## src/rtl/imm_gen_arbiter_if.sv

```systemverilog
// imm_gen_arbiter_if: request, generator and response-slot signals of the shared immediate generator
interface imm_gen_arbiter_if #(
  parameter int DATA_WIDTH   = 64,
  parameter int INST_WIDTH   = 32,
  parameter int IMM_TYPE_NUM = 4,
  parameter int NUM_REQ      = 2
);
  localparam int TW = $clog2(IMM_TYPE_NUM);
  logic                          flush;
  logic [NUM_REQ-1:0]            req_valid;
  logic [NUM_REQ-1:0]            req_ready;
  logic [NUM_REQ*INST_WIDTH-1:0] req_inst;
  logic [NUM_REQ*TW-1:0]         req_imm_type;
  logic [INST_WIDTH-1:0]         gen_inst;
  logic [TW-1:0]                 gen_imm_type;
  logic [DATA_WIDTH-1:0]         gen_imm;
  logic [NUM_REQ-1:0]            resp_valid;
  logic [NUM_REQ-1:0]            resp_ready;
  logic [NUM_REQ*DATA_WIDTH-1:0] resp_imm;
  modport master (
    output flush, req_valid, req_inst, req_imm_type, gen_imm, resp_ready,
    input  req_ready, gen_inst, gen_imm_type, resp_valid, resp_imm
  );
  modport slave (
    input  flush, req_valid, req_inst, req_imm_type, gen_imm, resp_ready,
    output req_ready, gen_inst, gen_imm_type, resp_valid, resp_imm
  );
endinterface

```

## src/rtl/imm_gen_arbiter.sv

```systemverilog
// imm_gen_arbiter: round-robin sharing of one immediate generator with a one-entry response slot per requester
module imm_gen_arbiter #(
  parameter int DATA_WIDTH   = 64,
  parameter int INST_WIDTH   = 32,
  parameter int IMM_TYPE_NUM = 4,
  parameter int NUM_REQ      = 2
) (
  input logic              clk,
  input logic              rst,
  imm_gen_arbiter_if.slave bus
);
  localparam int TW = $clog2(IMM_TYPE_NUM);
  localparam int PW = $clog2(NUM_REQ);
  typedef enum logic {EMPTY, FULL} slot_e;
  slot_e                         r_slot [NUM_REQ];
  logic [PW-1:0]                 r_rr_ptr;
  logic [NUM_REQ*DATA_WIDTH-1:0] r_imm;
  logic [NUM_REQ-1:0]            w_full;
  logic [NUM_REQ-1:0]            w_elig;
  logic [NUM_REQ-1:0]            w_grant;
  logic [PW-1:0]                 w_gidx;
  logic                          w_any;
  // a full slot draining this cycle can take a new result at once
  assign w_elig = bus.req_valid & (~w_full | bus.resp_ready) & {NUM_REQ{~bus.flush & ~rst}};
  always_comb begin
    w_gidx = '0;
    for (int k = NUM_REQ - 1; k >= 0; k--)
      if (w_elig[(int'(r_rr_ptr) + k) % NUM_REQ]) w_gidx = PW'((int'(r_rr_ptr) + k) % NUM_REQ);
    for (int i = 0; i < NUM_REQ; i++) w_full[i] = (r_slot[i] == FULL);
  end
  assign w_any            = |w_elig;
  assign w_grant          = w_any ? NUM_REQ'(1) << w_gidx : '0;
  assign bus.req_ready    = w_grant;
  assign bus.gen_inst     = w_any ? bus.req_inst[int'(w_gidx)*INST_WIDTH +: INST_WIDTH] : '0;
  assign bus.gen_imm_type = w_any ? bus.req_imm_type[int'(w_gidx)*TW +: TW] : '0;
  assign bus.resp_valid   = w_full;
  assign bus.resp_imm     = r_imm;
  always_ff @(posedge clk) begin
    if (rst) begin
      r_rr_ptr <= '0;
      r_imm    <= '0;
      for (int i = 0; i < NUM_REQ; i++) r_slot[i] <= EMPTY;
    end else begin
      if (w_any) r_rr_ptr <= (int'(w_gidx) == NUM_REQ - 1) ? '0 : w_gidx + 1'b1;
      for (int i = 0; i < NUM_REQ; i++) begin
        if (w_grant[i]) r_imm[i*DATA_WIDTH +: DATA_WIDTH] <= bus.gen_imm;
        r_slot[i] <= (bus.flush || !(w_grant[i] || (w_full[i] && !bus.resp_ready[i]))) ? EMPTY : FULL;
      end
    end
  end
endmodule

```

## src/flat_wrapper.sv

```systemverilog
// flat-port wrapper written by rule: the top's interface ports become plain ports
module imm_gen_arbiter_flat 
#(
  parameter int DATA_WIDTH   = 64,
  parameter int INST_WIDTH   = 32,
  parameter int IMM_TYPE_NUM = 4,
  parameter int NUM_REQ      = 2
)
  (clk, rst, bus_flush, bus_req_valid, bus_req_inst, bus_req_imm_type, bus_gen_imm, bus_resp_ready, bus_req_ready, bus_gen_inst, bus_gen_imm_type, bus_resp_valid, bus_resp_imm);
  imm_gen_arbiter_if #(.DATA_WIDTH(DATA_WIDTH), .INST_WIDTH(INST_WIDTH), .IMM_TYPE_NUM(IMM_TYPE_NUM), .NUM_REQ(NUM_REQ)) bus_i ();
  input logic clk;
  input logic rst;
  input wire logic [$bits(bus_i.flush)-1:0] bus_flush;
  input wire logic [$bits(bus_i.req_valid)-1:0] bus_req_valid;
  input wire logic [$bits(bus_i.req_inst)-1:0] bus_req_inst;
  input wire logic [$bits(bus_i.req_imm_type)-1:0] bus_req_imm_type;
  input wire logic [$bits(bus_i.gen_imm)-1:0] bus_gen_imm;
  input wire logic [$bits(bus_i.resp_ready)-1:0] bus_resp_ready;
  output wire logic [$bits(bus_i.req_ready)-1:0] bus_req_ready;
  output wire logic [$bits(bus_i.gen_inst)-1:0] bus_gen_inst;
  output wire logic [$bits(bus_i.gen_imm_type)-1:0] bus_gen_imm_type;
  output wire logic [$bits(bus_i.resp_valid)-1:0] bus_resp_valid;
  output wire logic [$bits(bus_i.resp_imm)-1:0] bus_resp_imm;
  assign bus_i.flush = bus_flush;
  assign bus_i.req_valid = bus_req_valid;
  assign bus_i.req_inst = bus_req_inst;
  assign bus_i.req_imm_type = bus_req_imm_type;
  assign bus_i.gen_imm = bus_gen_imm;
  assign bus_i.resp_ready = bus_resp_ready;
  assign bus_req_ready = bus_i.req_ready;
  assign bus_gen_inst = bus_i.gen_inst;
  assign bus_gen_imm_type = bus_i.gen_imm_type;
  assign bus_resp_valid = bus_i.resp_valid;
  assign bus_resp_imm = bus_i.resp_imm;
  imm_gen_arbiter #(.DATA_WIDTH(DATA_WIDTH), .INST_WIDTH(INST_WIDTH), .IMM_TYPE_NUM(IMM_TYPE_NUM), .NUM_REQ(NUM_REQ)) u_core (.clk(clk), .rst(rst), .bus(bus_i));
endmodule
```

## config.mk

```make
export PLATFORM = sky130hd
export DESIGN_NAME = imm_gen_arbiter_flat
export DESIGN_NICKNAME = d
export VERILOG_FILES = /design/src/rtl/imm_gen_arbiter_if.sv /design/src/rtl/imm_gen_arbiter.sv /design/src/flat_wrapper.sv
export SDC_FILE = /design/constraint.sdc
export NUM_CORES = 1
export LEC_CHECK = 0
export CAP_MARGIN = 20
export CORE_MARGIN = 2
export CORE_UTILIZATION = 40
export CTS_BUF_LIST = sky130_fd_sc_hd__clkbuf_8
export DETAILED_ROUTE_END_ITERATION = 6
export PLACE_DENSITY_LB_ADDON = 0.15
export SLEW_MARGIN = 20
export SYNTH_ARGS = -nofsm -noshare
export SYNTH_HDL_FRONTEND = slang
export SYNTH_SLANG_ARGS = --single-unit
```

## constraint.sdc

```tcl
create_clock -name clk -period 2.4 [get_ports clk]
set_input_delay 0.48 -clock clk [delete_from_list [all_inputs] [get_ports clk]]
set_output_delay 0.48 -clock clk [all_outputs]
set_load 0.02 [all_outputs]
```

Yosys cells after proc, flatten, opt, wreduce, memory -nomap -nowiden
Memories as Yosys holds them, arrays and structs flattened.
Cells that the tools add are included.
{"block": "word_totals", "register_bits": 129, "ram_bits": 2, "inputBits": 139, "memories": 1}
{"block": "op_classes", "n_addsub": 2, "magnitude_cmp": 2, "n_shift": 3, "muxes": 18, "bitwise_logic": 10, "n_reduce_logical": 11}
{"memory": "u_core.r_slot", "words": 2, "width": 1, "read_ports": 2, "rd_ports_with_merged_regs": 0, "write_ports": 2, "line_no": "imm_gen_arbiter.sv:15", "text": "slot_e r_slot [NUM_REQ];"}
{"op": "$shiftx A64 B7 Y32", "n": 1}
{"op": "$mux W32", "n": 1}
{"op": "$mux W1", "n": 15}
{"op": "$and A2 B2 Y2", "n": 2}
{"op": "$logic_not A1 Y1", "n": 4}
{"op": "$logic_or A1 B1 Y1", "n": 4}
{"op": "$mux W2", "n": 2}
{"op": "$shiftx A4 B3 Y2", "n": 1}
{"op": "$lt A2 B3 Y1 const B", "n": 1}
{"op": "$add A1 B1 Y1 const B", "n": 2}
{"op": "$logic_and A1 B1 Y1", "n": 2}
{"op": "$lt A1 B2 Y1 const B", "n": 1}
{"op": "$not A1 Y1", "n": 2}
{"op": "$not A2 Y2", "n": 1}
{"op": "$or A1 B1 Y1", "n": 2}
{"op": "$or A2 B2 Y2", "n": 1}
{"op": "$reduce_or A2 Y1", "n": 1}
{"op": "$shl A1 B1 Y2 const A", "n": 1}
{"op": "$and A1 B1 Y1", "n": 1}
{"op": "$and A1 B1 Y1 const A", "n": 1}

Longest topological paths before layout
{"block": "depth", "ltp_word": 16, "ltp_mapped": 7, "depth_no_buf": 4}

Worst setup path before layout
Ideal clock, no wire load.
{"block": "synth_path", "kind": "input -> output", "startpoint": "in bus_resp_ready[1]", "endpoint": "out bus_gen_inst[22]", "arrival_time_ns": 1.744, "setup_slack_ns": 0.176, "path_stages": 5, "path_buffers": 1, "path_cell_list": "nand2b_4 > a311o_1 > nor3_4 > buf_6 > a22o_1"}
{"block": "synth_between", "elab_chain_cells": 10, "word_cells_on_any_way": 13, "cone_classes": "shift (1); mux (8); bitwise (3); reduce/logical (1)"}
{"element": "start: declaration", "line_no": "flat_wrapper.sv:18", "text": "input wire logic [$bits(bus_i.resp_ready)-1:0] bus_resp_ready;"}
{"element": "$or A2 B2 Y2 *", "line_no": "imm_gen_arbiter.sv:24", "text": "assign w_elig = bus.req_valid & (~w_full | bus.resp_ready) & {NUM_REQ{~bus.flush & ~rst}};"}
{"element": "$and A2 B2 Y2 * (2 in a row)", "line_no": "imm_gen_arbiter.sv:24"}
{"element": "$mux W1 (not written as such) (3 in a row)", "line_no": "imm_gen_arbiter.sv:28", "text": "if (w_elig[(int'(r_rr_ptr) + k) % NUM_REQ]) w_gidx = PW'((int'(r_rr_ptr) + k) % NUM_REQ);"}
{"element": "$mux W1 (2 in a row)", "line_no": "imm_gen_arbiter.sv:28"}
{"element": "$shiftx A64 B7 Y32", "line_no": "imm_gen_arbiter.sv:34", "text": "assign bus.gen_inst = w_any ? bus.req_inst[int'(w_gidx)*INST_WIDTH +: INST_WIDTH] : '0;"}
{"element": "$mux W32 *", "line_no": "imm_gen_arbiter.sv:34"}
{"element": "end: declaration", "line_no": "flat_wrapper.sv:20", "text": "output wire logic [$bits(bus_i.gen_inst)-1:0] bus_gen_inst;"}
Every way passes the cells marked *; elsewhere a longest branch is shown, timed or not. The select of a mux whose other input is x is not followed.

==> impl_metrics.yaml <==
worst_setup_path:
  rr_startpoint: "u_core.r_slot[0][0]"
  cp.required_ps: 1920
  worst-path-max-fanout: 4
  cp-startpoint: "u_core.r_slot[0][0]"
  path_class: "flop to output port"
  rrSetupSlack_ps: 630
  cp-end-kind: "output port"
  critPathArrivalTime_ps: 2020
  start_kind: "flop"
sta:
  whs_ps: 478
  rsz0062_at_grt: "true"
  setup_viol: 34
  slew_headroom: 0.506
  post-route-period-util: 1.04
  skew_ps: 11.6
  slew_viol_final: 0
  tns_ps: -2410
  min_period_ps: 2500
  worst_slack_ps: -105
  hold_viol: 0
  maxClockFrequency_mhz: 399
  tightest_slew_ps: 741
clocking:
  htree_levels: 4
  cts_root_buffer: "clkbuf_8"
  clk_path_buf_depth: 2
  clkLatencyLatePin_ps: 420
  path_clk_slew_ps: 70
  numCtsBuffers: 17
  cts.sinks: 131
  cts_tree: "done"
power_and_ir_drop:
  vdd_ir_drop_max_mv: 0.341
  power_density_mw_per_mm2: 565
  leakagePower_nw: 3.52
  power_w: 0.00518
floorplan:
  dieArea_sq_mm: 0.0145
  coreArea_sq_mm: 0.0132
  die_h_um: 120
  rows: 42
  ios: 305
  die_x_um: 120
  initial_utilization: 0.409
placed_design:
  portBuffers: 304
  numPlacedInstances: 1072
  hpwlAfterDp_um: 15200
  place_area_sq_mm: 0.00864
  gp_congestion: 0.958
detailed_routing:
  drc: 0
  wl_per_cell_um: 20.5
  vias: 6275
  ant_nets: 0
  drt-total-wl_um: 22800
  dr.pass1.iters: 5
  vias_per_cell: 5.64
  drtIter0Drc: 371
final_layout:
  fin_nets: 1063
  instances_no_fill: 1113
  syn_to_final_growth_pct: 69.2
  stdcell_area_sq_mm: 0.00917
  layout-drive-gt1-share: 0.119
yosys:
  synth_seq_cells: 131
  yosysSeqAreaShare: 0.484
  synth_warnings: 0
  syn_inst: 645
  synthDistinctLibCells: 27
  synth_nets: 784
  syn_area_per_cell_sq_um: 8.40
  netlist_area_sq_mm: 0.00542
hold_path:
  min_path_type: "flop to flop"
  worstHoldStart: "u_core.bus.resp_imm[119]"
grt:
  antenna_found_initial: 4
  grt_max_degree: 66
  track_usage: 0.301
  grt_pass1_vias: 6086
  overflow: 0
  grt_pass1_wl_um: 33900
run_status:
  violations: "setup timing"
  outcome: "complete, but fails checks"
job:
  max_cap_violations: 0
==> cells in the final DEF (no fill, tap or decap), types with 8 or more instances in the layout <==
cell type / instances
a22o_1: 34
nand3_1: 129
clkbuf_8: 20
buf_12: 8
clkdlybuf4s50_1: 262
o21ai_0: 64
a21oi_1: 65
dfxtp_1: 129
o211ai_1: 64
buf_6: 41
buf_4: 18
nand2_1: 64
==> logic make-up (layout without fill, tap and decap cells) <==
family,count (synthesis),in the layout,synth area share
other,0,3,0
AO/OA/AOI/OAI,231,231,0.271
AND/OR/NAND/NOR,204,204,0.179
buffers and inverters,79,368,0.0656
flip-flops,131,131,0.484
==> path summary, 6_finish.rpt <==
kind / endpoint / depth (start not counted)
worst max-delay path: bus_gen_inst[11] / 7
worst min-delay path: u_core.bus.resp_imm[119] / 2
worst max register to register: u_core.bus.resp_imm[102] / 6
worst min register to register: u_core.bus.resp_imm[119] / 2
==> synthesized netlist by cell type, drive strengths merged <==
cell type,number,area share
dfxtp,131,0.48
nand3,130,0.12
a21oi,65,0.060
nand2,64,0.044
o211ai,64,0.089
o21ai,64,0.059
clkbuf,42,0.029
buf,35,0.035
a22o,34,0.055
nor3,4,0.0067
inv,2,0.0014
nor2,2,0.0018
a311o,1,0.0018
a311oi,1,0.0028
and3,1,0.0012
nand2b,1,0.0025
nor2b,1,0.0016
o221a,1,0.0021
o32ai,1,0.0016
or3,1,0.0012
==> area by class of cell <==
cell class / instances / area [sq um]
Antenna cell: 3 / 7.51
Clock inverter: 9 / 92.6
Sequential cell: 131 / 2630
Multi-Input combinational cell: 435 / 2480
Timing Repair Buffer: 337 / 3460
Clock buffer: 20 / 275
Inverter: 2 / 7.51
Fill cell: 1074 / 4080
Tap cell: 176 / 220
==> per-stage QoR <==
| stage | setup WS, ps | utilization |
|---|---|---|
| final | -105 | 0.692 |
| after global routing | -190 | 0.692 |
| after CTS | -274 | 0.690 |
| after detailed placement | -756 | 0.652 |
| after global placement | -674 | 0.652 |
| after floorplan | 176 | - |
==> worst max-delay path, cell delays in order, from the launching register on <==
cell and delay, ps:
dfxtp_2 320, nor2b_4 120, a311o_2 340, nor3_4 210, buf_6 180, buf_6 130, a22o_1 180, buf_6 130
==> state kept, by name (all words and copies together) (netlist names) <==
| signal | cells |
|---|---|
| u_core.bus.resp_imm | 128 |
| u_core.r_rr_ptr | 1 |
| u_core.r_slot | 2 |
==> where the power goes <==
part           switching (W)  internal [W]
combinational       0.000568      0.000523
clock               0.000814      0.000971
sequential         0.0000443       0.00226
==> metal layers <==
layer | vias up | global-route usage | wire length [um]
met3 | 62 | 0.0943 | 1940
met2 | 321 | 0.535 | 11800
met1 | 2972 | 0.313 | 7890
met4 | 2 | 0.164 | 1120
met5 | - | 0 | 13
li1 | 2918 | - | -
==> timing repair <==
item	in CTS	in global routing
gates cloned	3	2
setup buffers	4	4
hold buffers	0	0
hold endpoints to repair	0	0
pin swaps	11	29
endpoints found under the setup margin	36	36
resized for setup	198	34
Note: power is estimated with default switching activity, not from simulation.
